### src/rtl/act_requant_unit.sv
// act_requant_unit: multi-lane activation requantiser.
// Each beat carries LANES signed accumulator values. Each value goes through a
// rounding arithmetic right shift (stage S1), then a selectable activation and
// saturation to OUT_WIDTH (stage S2). Both sides use a valid/ready handshake.
// Saturation events are collected in a sticky flag.
//
// Ports:
//   clk, nrst            clock, asynchronous active-low reset
//   in_valid / in_ready  input beat handshake (in_ready depends combinationally on out_ready)
//   in_data              LANES x IN_WIDTH packed signed accumulators, lane 0 in the LSBs
//   mode_i               0 identity, 1 ReLU, 2 leaky ReLU, 3 clamped ReLU (sampled with the beat)
//   shift_i              requant right-shift amount (sampled with the beat)
//   clip_i               unsigned upper bound used by mode 3 (sampled with the beat)
//   out_valid/out_ready  output beat handshake
//   out_data             LANES x OUT_WIDTH packed signed results, lane 0 in the LSBs
//   sat_flag             sticky: some lane saturated since the last clear
//   sat_clr              synchronous clear of sat_flag; a coincident set wins
module act_requant_unit #(
    parameter int unsigned IN_WIDTH    = 24,
    parameter int unsigned OUT_WIDTH   = 8,
    parameter int unsigned LANES       = 4,
    parameter int unsigned SHIFT_WIDTH = 5,
    parameter int unsigned LEAK_SHIFT  = 3
) (
    input  logic                           clk,
    input  logic                           nrst,
    input  logic                           in_valid,
    output logic                           in_ready,
    input  logic [LANES*IN_WIDTH-1:0]      in_data,
    input  logic [1:0]                     mode_i,
    input  logic [SHIFT_WIDTH-1:0]         shift_i,
    input  logic [OUT_WIDTH-2:0]           clip_i,
    output logic                           out_valid,
    input  logic                           out_ready,
    output logic [LANES*OUT_WIDTH-1:0]     out_data,
    output logic                           sat_flag,
    input  logic                           sat_clr
);

    // One extra bit so that adding the rounding constant can never overflow.
    localparam int unsigned EXT_W = IN_WIDTH + 1;

    localparam logic signed [EXT_W-1:0] OUT_MAX = EXT_W'((1 << (OUT_WIDTH - 1)) - 1);
    localparam logic signed [EXT_W-1:0] OUT_MIN = EXT_W'(-(1 << (OUT_WIDTH - 1)));

    localparam logic [1:0] MODE_IDENT = 2'd0;
    localparam logic [1:0] MODE_RELU  = 2'd1;
    localparam logic [1:0] MODE_LEAKY = 2'd2;

    // S1 state: shifted lanes plus the per-beat controls that travel with them.
    logic                          s1_valid;
    logic [1:0]                    s1_mode;
    logic [OUT_WIDTH-2:0]          s1_clip;
    logic signed [EXT_W-1:0]       s1_y [LANES];

    // Handshake enables.
    logic                          s1_load;
    logic                          s2_load;

    // S1 combinational datapath.
    logic signed [EXT_W-1:0]       rnd;
    logic signed [EXT_W-1:0]       lane_x   [LANES];
    logic signed [EXT_W-1:0]       lane_sum [LANES];
    logic signed [EXT_W-1:0]       y_nxt    [LANES];

    // S2 combinational datapath.
    logic signed [EXT_W-1:0]       clip_ext;
    logic signed [EXT_W-1:0]       act      [LANES];
    logic [LANES-1:0]              lane_sat;
    logic [LANES*OUT_WIDTH-1:0]    res_nxt;

    // S2 advances when empty or drained; S1 advances when empty or S2 takes its beat.
    assign s2_load  = ~out_valid | out_ready;
    assign s1_load  = ~s1_valid | s2_load;
    assign in_ready = s1_load;

    // Rounding shift: add half an output LSB, then shift arithmetically (round half up).
    always_comb begin
        rnd = '0;
        if (shift_i != '0) begin
            rnd = EXT_W'(1) << (shift_i - SHIFT_WIDTH'(1));
        end
        for (int i = 0; i < int'(LANES); i++) begin
            lane_x[i]   = {in_data[i*IN_WIDTH + IN_WIDTH - 1], in_data[i*IN_WIDTH +: IN_WIDTH]};
            lane_sum[i] = lane_x[i] + rnd;
            y_nxt[i]    = lane_sum[i] >>> shift_i;
        end
    end

    // Activation followed by saturation to the signed output range.
    always_comb begin
        clip_ext = EXT_W'(s1_clip);
        lane_sat = '0;
        res_nxt  = '0;
        for (int i = 0; i < int'(LANES); i++) begin
            act[i] = s1_y[i];
            case (s1_mode)
                MODE_IDENT: act[i] = s1_y[i];
                MODE_RELU:  act[i] = s1_y[i][EXT_W-1] ? '0 : s1_y[i];
                MODE_LEAKY: act[i] = s1_y[i][EXT_W-1] ? (s1_y[i] >>> LEAK_SHIFT) : s1_y[i];
                // Clamped ReLU: clip_i < 2^(OUT_WIDTH-1), so this path never saturates.
                default:    act[i] = s1_y[i][EXT_W-1] ? '0
                                   : ((s1_y[i] > clip_ext) ? clip_ext : s1_y[i]);
            endcase

            if (act[i] > OUT_MAX) begin
                res_nxt[i*OUT_WIDTH +: OUT_WIDTH] = OUT_MAX[OUT_WIDTH-1:0];
                lane_sat[i]                       = 1'b1;
            end else if (act[i] < OUT_MIN) begin
                res_nxt[i*OUT_WIDTH +: OUT_WIDTH] = OUT_MIN[OUT_WIDTH-1:0];
                lane_sat[i]                       = 1'b1;
            end else begin
                res_nxt[i*OUT_WIDTH +: OUT_WIDTH] = act[i][OUT_WIDTH-1:0];
            end
        end
    end

    // Stage S1 registers.
    always_ff @(posedge clk or negedge nrst) begin
        if (!nrst) begin
            s1_valid <= 1'b0;
            s1_mode  <= '0;
            s1_clip  <= '0;
            for (int i = 0; i < int'(LANES); i++) begin
                s1_y[i] <= '0;
            end
        end else if (s1_load) begin
            s1_valid <= in_valid;
            if (in_valid) begin
                s1_mode <= mode_i;
                s1_clip <= clip_i;
                for (int i = 0; i < int'(LANES); i++) begin
                    s1_y[i] <= y_nxt[i];
                end
            end
        end
    end

    // Stage S2 registers: output beat holds while stalled.
    always_ff @(posedge clk or negedge nrst) begin
        if (!nrst) begin
            out_valid <= 1'b0;
            out_data  <= '0;
        end else if (s2_load) begin
            out_valid <= s1_valid;
            if (s1_valid) begin
                out_data <= res_nxt;
            end
        end
    end

    // Sticky saturation flag; a saturating load beats a coincident clear.
    always_ff @(posedge clk or negedge nrst) begin
        if (!nrst) begin
            sat_flag <= 1'b0;
        end else if (s2_load && s1_valid && (|lane_sat)) begin
            sat_flag <= 1'b1;
        end else if (sat_clr) begin
            sat_flag <= 1'b0;
        end
    end

endmodule

### config.mk
export PLATFORM = sky130hd
export DESIGN_NAME = act_requant_unit
export DESIGN_NICKNAME = d
export VERILOG_FILES = /design/src/rtl/act_requant_unit.sv
export SDC_FILE = /design/constraint.sdc
export NUM_CORES = 1
export LEC_CHECK = 0
export ABC_CLOCK_PERIOD_IN_PS = 3400
export CORE_UTILIZATION = 35
export CTS_CLUSTER_SIZE = 10
export DETAILED_ROUTE_END_ITERATION = 6
export SYNTH_ARGS = -nofsm -noshare
export SYNTH_HDL_FRONTEND = slang
export SYNTH_SLANG_ARGS = --single-unit
export TNS_END_PERCENT = 50
### constraint.sdc
create_clock -name clk -period 3.4 [get_ports clk]
set_input_delay 0.68 -clock clk [delete_from_list [all_inputs] [get_ports clk]]
set_output_delay 0.68 -clock clk [all_outputs]
set_load 0.02 [all_outputs]
Yosys cells after proc, flatten, opt, wreduce, memory -nomap -nowiden
Index checks and enable logic that the tools add are counted.
Storage, ports and cells
  bits in registers: 144
  bits of input ports: 115
  output and inout bits: 35
  logic and storage cells: 85
Operators by class
  $add $sub $neg: 5
  magnitude comparators: 12
  eq/ne operators: 2
  shifts and indexed selects: 5
  mux-type cells: 39
  bitwise operators: 4
  reductions and logical operators: 8
Operator list (number)
  one-hot mux 25 bit (3 select lines): 4
  two-way mux 24 bit: 12
  two-way mux 25 bit: 5
  adder 24 x 25 -> 25 bit: 4
  greater-than comparator 25 x 8 -> 1 bit: 4
  greater-than comparator 25 x 8 -> 1 bit, second input constant: 4
  < comparator 25 x 8 -> 1 bit, second input constant: 4
  >>> shifter 25 x 5 -> 25 bit: 4
  two-way mux 8 bit: 8
  left shift 1 x 5 -> 25 bit, first input constant: 1
  two-way mux 1 bit: 10
  nonzero test 5 bit: 1
  subtractor 5 x 1 -> 5 bit, second input constant: 1
  AND reduction 2 bit: 2
  OR reduction 4 bit: 1
  == test 2 x 1 -> 1 bit, second input constant: 1
  == test 2 bit, second input constant: 1
  logical AND 1 bit: 2
  logical NOT 2 bit: 1
  NOT 1 bit: 2
  OR 1 bit: 2
  nonzero test 2 bit: 1

Logic depth before layout (Yosys ltp)
  depth in word-level cells: 10
  gate-level depth with buffers: 21
  mapped depth without buffers: 16

Worst setup path before layout
No wires, ideal clock.
  path type: input-to-reg
  start: input shift_i[3]
  end: register s1_y[52] (netlist bit)
  setup time: 0.139 ns
  arrival: 4.968 ns
  required time: 3.261 ns
  setup slack: -1.707 ns
  stages: 19
  cells stage by stage: clkbuf_1 > inv_1 > nand2_1 > nor2_1 > clkbuf_1 > clkbuf_1 > nand2_1 > inv_1 > ha_1 > a211o_1 > a211o_1 > o211a_4 > or4_4 > a21oi_2 > xor2_2 > nor2_2 > a211o_1 > a31oi_1 > o2111ai_1
On the way
  longest elaborated chain between the ends: 5
RTL lines
  start: declaration: RTL line 31  | input logic [SHIFT_WIDTH-1:0] shift_i,
  subtractor 5 x 1 -> 5 bit: RTL line 81  | rnd = EXT_W'(1) << (shift_i - SHIFT_WIDTH'(1));
  left shift 1 x 5 -> 25 bit: RTL line 81
  two-way mux 25 bit: RTL line 80  | if (shift_i != '0) begin
  adder 24 x 25 -> 25 bit: RTL line 85  | lane_sum[i] = lane_x[i] + rnd;
  >>> shifter 25 x 5 -> 25 bit (*): RTL line 86  | y_nxt[i] = lane_sum[i] >>> shift_i;
  end signal: indexed assignment: RTL line 133  | s1_y[i] <= y_nxt[i];
  end: declaration: RTL line 54  | logic signed [EXT_W-1:0] s1_y [LANES];
Mark *: on every way between the ends. The rest lies on a longest branch, timed or not.
A chain may end at the register's enable or synchronous reset.

Final worst setup path
  start: input shift_i[3]
  end: register s1_y[36] (netlist bit)
Same word-level chain as after synthesis.

==> impl_metrics.ini <==
[clock_network]
htree_levels = 4
holdBufCountCts = 0
cts_tree = built
clock_latency_ns = 0.46
clk_pin_slew_ns = 0.06
cts.path.max_buffers = 2
cts_made_buffers = 17
clock_sinks = 144
clockRootBuffer = clkbuf_16

[sta]
tns_ns = -39.19
fin_skew_ns = 0.0133
finalSetupViolations = 96
hold_viol = 0
finalMaxSlewViolations = 0
slew_headroom_pct = 40.4
worstMarginPinSlew_ns = 0.891
final.setup.worst_slack_ns = -0.578
rsz0062_at_grt = true
fmax_mhz = 251
period_share_pct = 117
period_minus_slack_ns = 3.98

[logic_synthesis]
synth_compound_area_share_pct = 35.9
synth_top_area_share_pct = 18.2
synth.area.mux_share_pct = 6.17
synth-adder-area-share_pct = 8.25
synth_ff_type = dfrtp_1
synth_top_area_cell = dfrtp_1
synth-edff-count = 0
yosysSeqAreaShare_pct = 18.2
ys_types = 99
yosysWarnings = 0
synthXorXnorAreaFrac_pct = 3.44
ys_ff_latch = 144
synth.area.top_cells = dfrtp_1 (18%), ha_1 (7.8%), a21oi_1 (6.0%)
avgSynthCellArea_um2 = 7.26
syn-cell-area_mm2 = 0.0198
synth_top_family_by_area = compound AO/OA/AOI/OAI gates
syn-num-nets = 2967
synth_cells = 2724
synth_simple_gate_area_share_pct = 22.9
async_reset_ff_share_pct = 100

[critical_path]
r2r_setup_slack_ns = 0.27
worstRegToRegCells = 10
worstSetupPathType = primary input to flip-flop
rr_startpoint = s1_mode[0]$_DFFE_PN0P_
reg2reg_to = out_data[14]$_DFFE_PN0P_
crit_required_ns = 3.73
worst-path-max-fanout = 7
cp-start-kind = primary input
cp.arrival_ns = 4.31
endpoint_kind = flip-flop

[floorplanning]
die_w_um = 240
die-area_mm2 = 0.0575
die_h_um = 240
io_pins = 150
coreArea_mm2 = 0.0554
fp-row-count = 86
start_util_pct = 35.7

[global_route]
grt_max_degree = 96
grt_pass1_wl_um = 154000
grt.total_usage_pct = 35.0
grt_antenna_before_repair = 1
grt_pass1_vias = 25300
grt_overflow = 0

[power_and_ir_drop]
power.density_mw_per_mm2 = 294
power_w = 0.00943
p_leak_nw = 13.7
ir_drop_mv = 0.420

[outcome]
violations = design-rule violations, negative setup slack
status = complete, but fails checks

[place]
place_inst = 4140
gp_congestion = 0.999
hpwlAfterDp_um = 80800
io_buffers = 149

[finish]
fin_nets = 3795
antenna_cells = 0
drive_gt1_share_pct = 39.1
area_growth_pct = 62.3
final_cells = 4313

[routing]
viasPerCell = 6.13
ant_nets = 0
drc = 5
drtPass1Iterations = 7
via_count = 26400
drt-total-wl_um = 104000
routedWlPerCell_um = 24.1
drtIter0Drc = 2722

[flow_run]
max_cap_viol_count = 0

[min_path]
hold_path_class = primary input to asynchronous set/reset pin
## critical path, stage by stage
cell and delay (ns):
buf_12 0.13, nor2_4 0.18, nand2_4 0.12, buf_12 0.15
nor2_4 0.16, buf_12 0.13, ha_4 0.21, and3_4 0.15
and3_4 0.14, a222oi_1 0.57, buf_4 0.22, a31oi_1 0.08
nor2_1 0.20, xnor2_2 0.15, buf_12 0.15, xnor2_4 0.18
o211ai_1 0.20, a31oi_1 0.11, a221o_1 0.35
## flip-flops by register name, indices dropped and copies added (netlist names)
signal	cells
s1_y	100
out_data	32
s1_clip	7
s1_mode	2
out_valid	1
s1_valid	1
sat_flag	1
## cell families (layout without fill, tap and decap cells)
logic type                 count (synthesis)  after routing
AOI/OAI and AO/OA                       1034           1034
and+or+nand+nor                          976            976
buffers and inverters                    260           1101
DFF                                      144            144
adders and majority gates                128            128
muxes                                    106            106
xor gates and xnor gates                  76             76
## placed cells by master (no fill, tap or decap), types with 41 or more instances in the layout
cell type        Yosys  final
nor3_1              69     57
buf_6                1     70
ha_4                 0     41
o211ai_1            56     56
a21oi_1            236    172
dfrtp_1            144    144
o21ai_1              5     44
clkdlybuf4s50_1      0    140
a31oi_1             52     44
ha_1               124     81
buf_4                1    760
inv_1               59     51
a21o_1              44     43
nor2_1             306    262
o21ai_0            175    112
nand3_1             70     58
mux2i_1             71     54
a21oi_2              3     56
nand2_1            288    257
nand4_1             44     44
## what timing repair did
item | CTS | global route
resized for setup | 302 | 290
setup buffers | 80 | 73
pin swaps | 128 | 202
setup endpoints to repair | 100 | 113
## layout make-up
cell class	instances	area (um^2)
clock buffers	17	425
clock inverters	15	154
fillers	5051	23300
inverters	64	290
multi-input cells	2320	18200
flip-flops and latches	144	3600
well taps	748	936
repair buffers	1005	8540
## power by group
group	total [W]	switching (W)	internal, W	leakage (nW)
Sequential	0.00253	0.000479	0.00205	1.66
Clock	0.00187	0.000844	0.00103	0.275
Combinational	0.00503	0.00272	0.00231	11.7
## synthesized netlist by cell type (all sizes together), types with 23 or more instances
master / instances
mux2: 25
o21a: 32
nor2: 308
mux2i: 71
a21o: 45
o211ai: 57
xor2: 39
nand3: 70
a211oi: 59
o22ai: 38
and2: 29
nand2: 288
a22oi: 31
nor2b: 27
ha: 124
buf: 42
nand4: 44
clkbuf: 154
a31oi: 52
inv: 61
a32oi: 29
dfrtp: 144
nand2b: 23
nor3: 69
a221oi: 27
o21ai: 180
nor4: 29
xnor2: 37
a21oi: 239
## worst max-delay path by stage
stage | startpoint | endpoint | slack, ns | depth (start not counted)
2_1_floorplan | shift_i[3] | s1_y[52]$_DFFE_PN0P_ | -0.87 | 19
5_1_grt | shift_i[3] | s1_y[39]$_DFFE_PN0P_ | -0.68 | 21
6_report | shift_i[3] | s1_y[36]$_DFFE_PN0P_ | -0.58 | 19
4_1_cts | shift_i[4] | s1_y[64]$_DFFE_PN0P_ | -0.55 | 19
3_5_place_dp | shift_i[3] | s1_y[51]$_DFFE_PN0P_ | -1.75 | 20
3_3_place_gp | shift_i[3] | s1_y[51]$_DFFE_PN0P_ | -1.72 | 20
## layer usage
metal / share of wire, % / routed length, um / global-route usage, %
met5: 0 / 0 / 0
met4: 4.7 / 4900 / 15.4
met3: 7.6 / 7880 / 3.83
met2: 44 / 45800 / 54.7
met1: 44 / 45300 / 48.3
## metrics by stage
step | hold WS, ns | utilization, % | setup slack, ns | area, um^2
3_5_place_dp | 0.474 | 49.7 | -1.75 | 27500
3_3_place_gp | 0.469 | 49.7 | -1.72 | 27500
4_1_cts | 0.356 | 54.5 | -0.552 | 30200
5_1_grt | 0.415 | 57.9 | -0.681 | 32100
2_1_floorplan | 0.384 | - | -0.870 | 20600
6_report | 0.334 | 57.9 | -0.578 | 32100
Note: power is estimated with default switching activity, not from simulation.
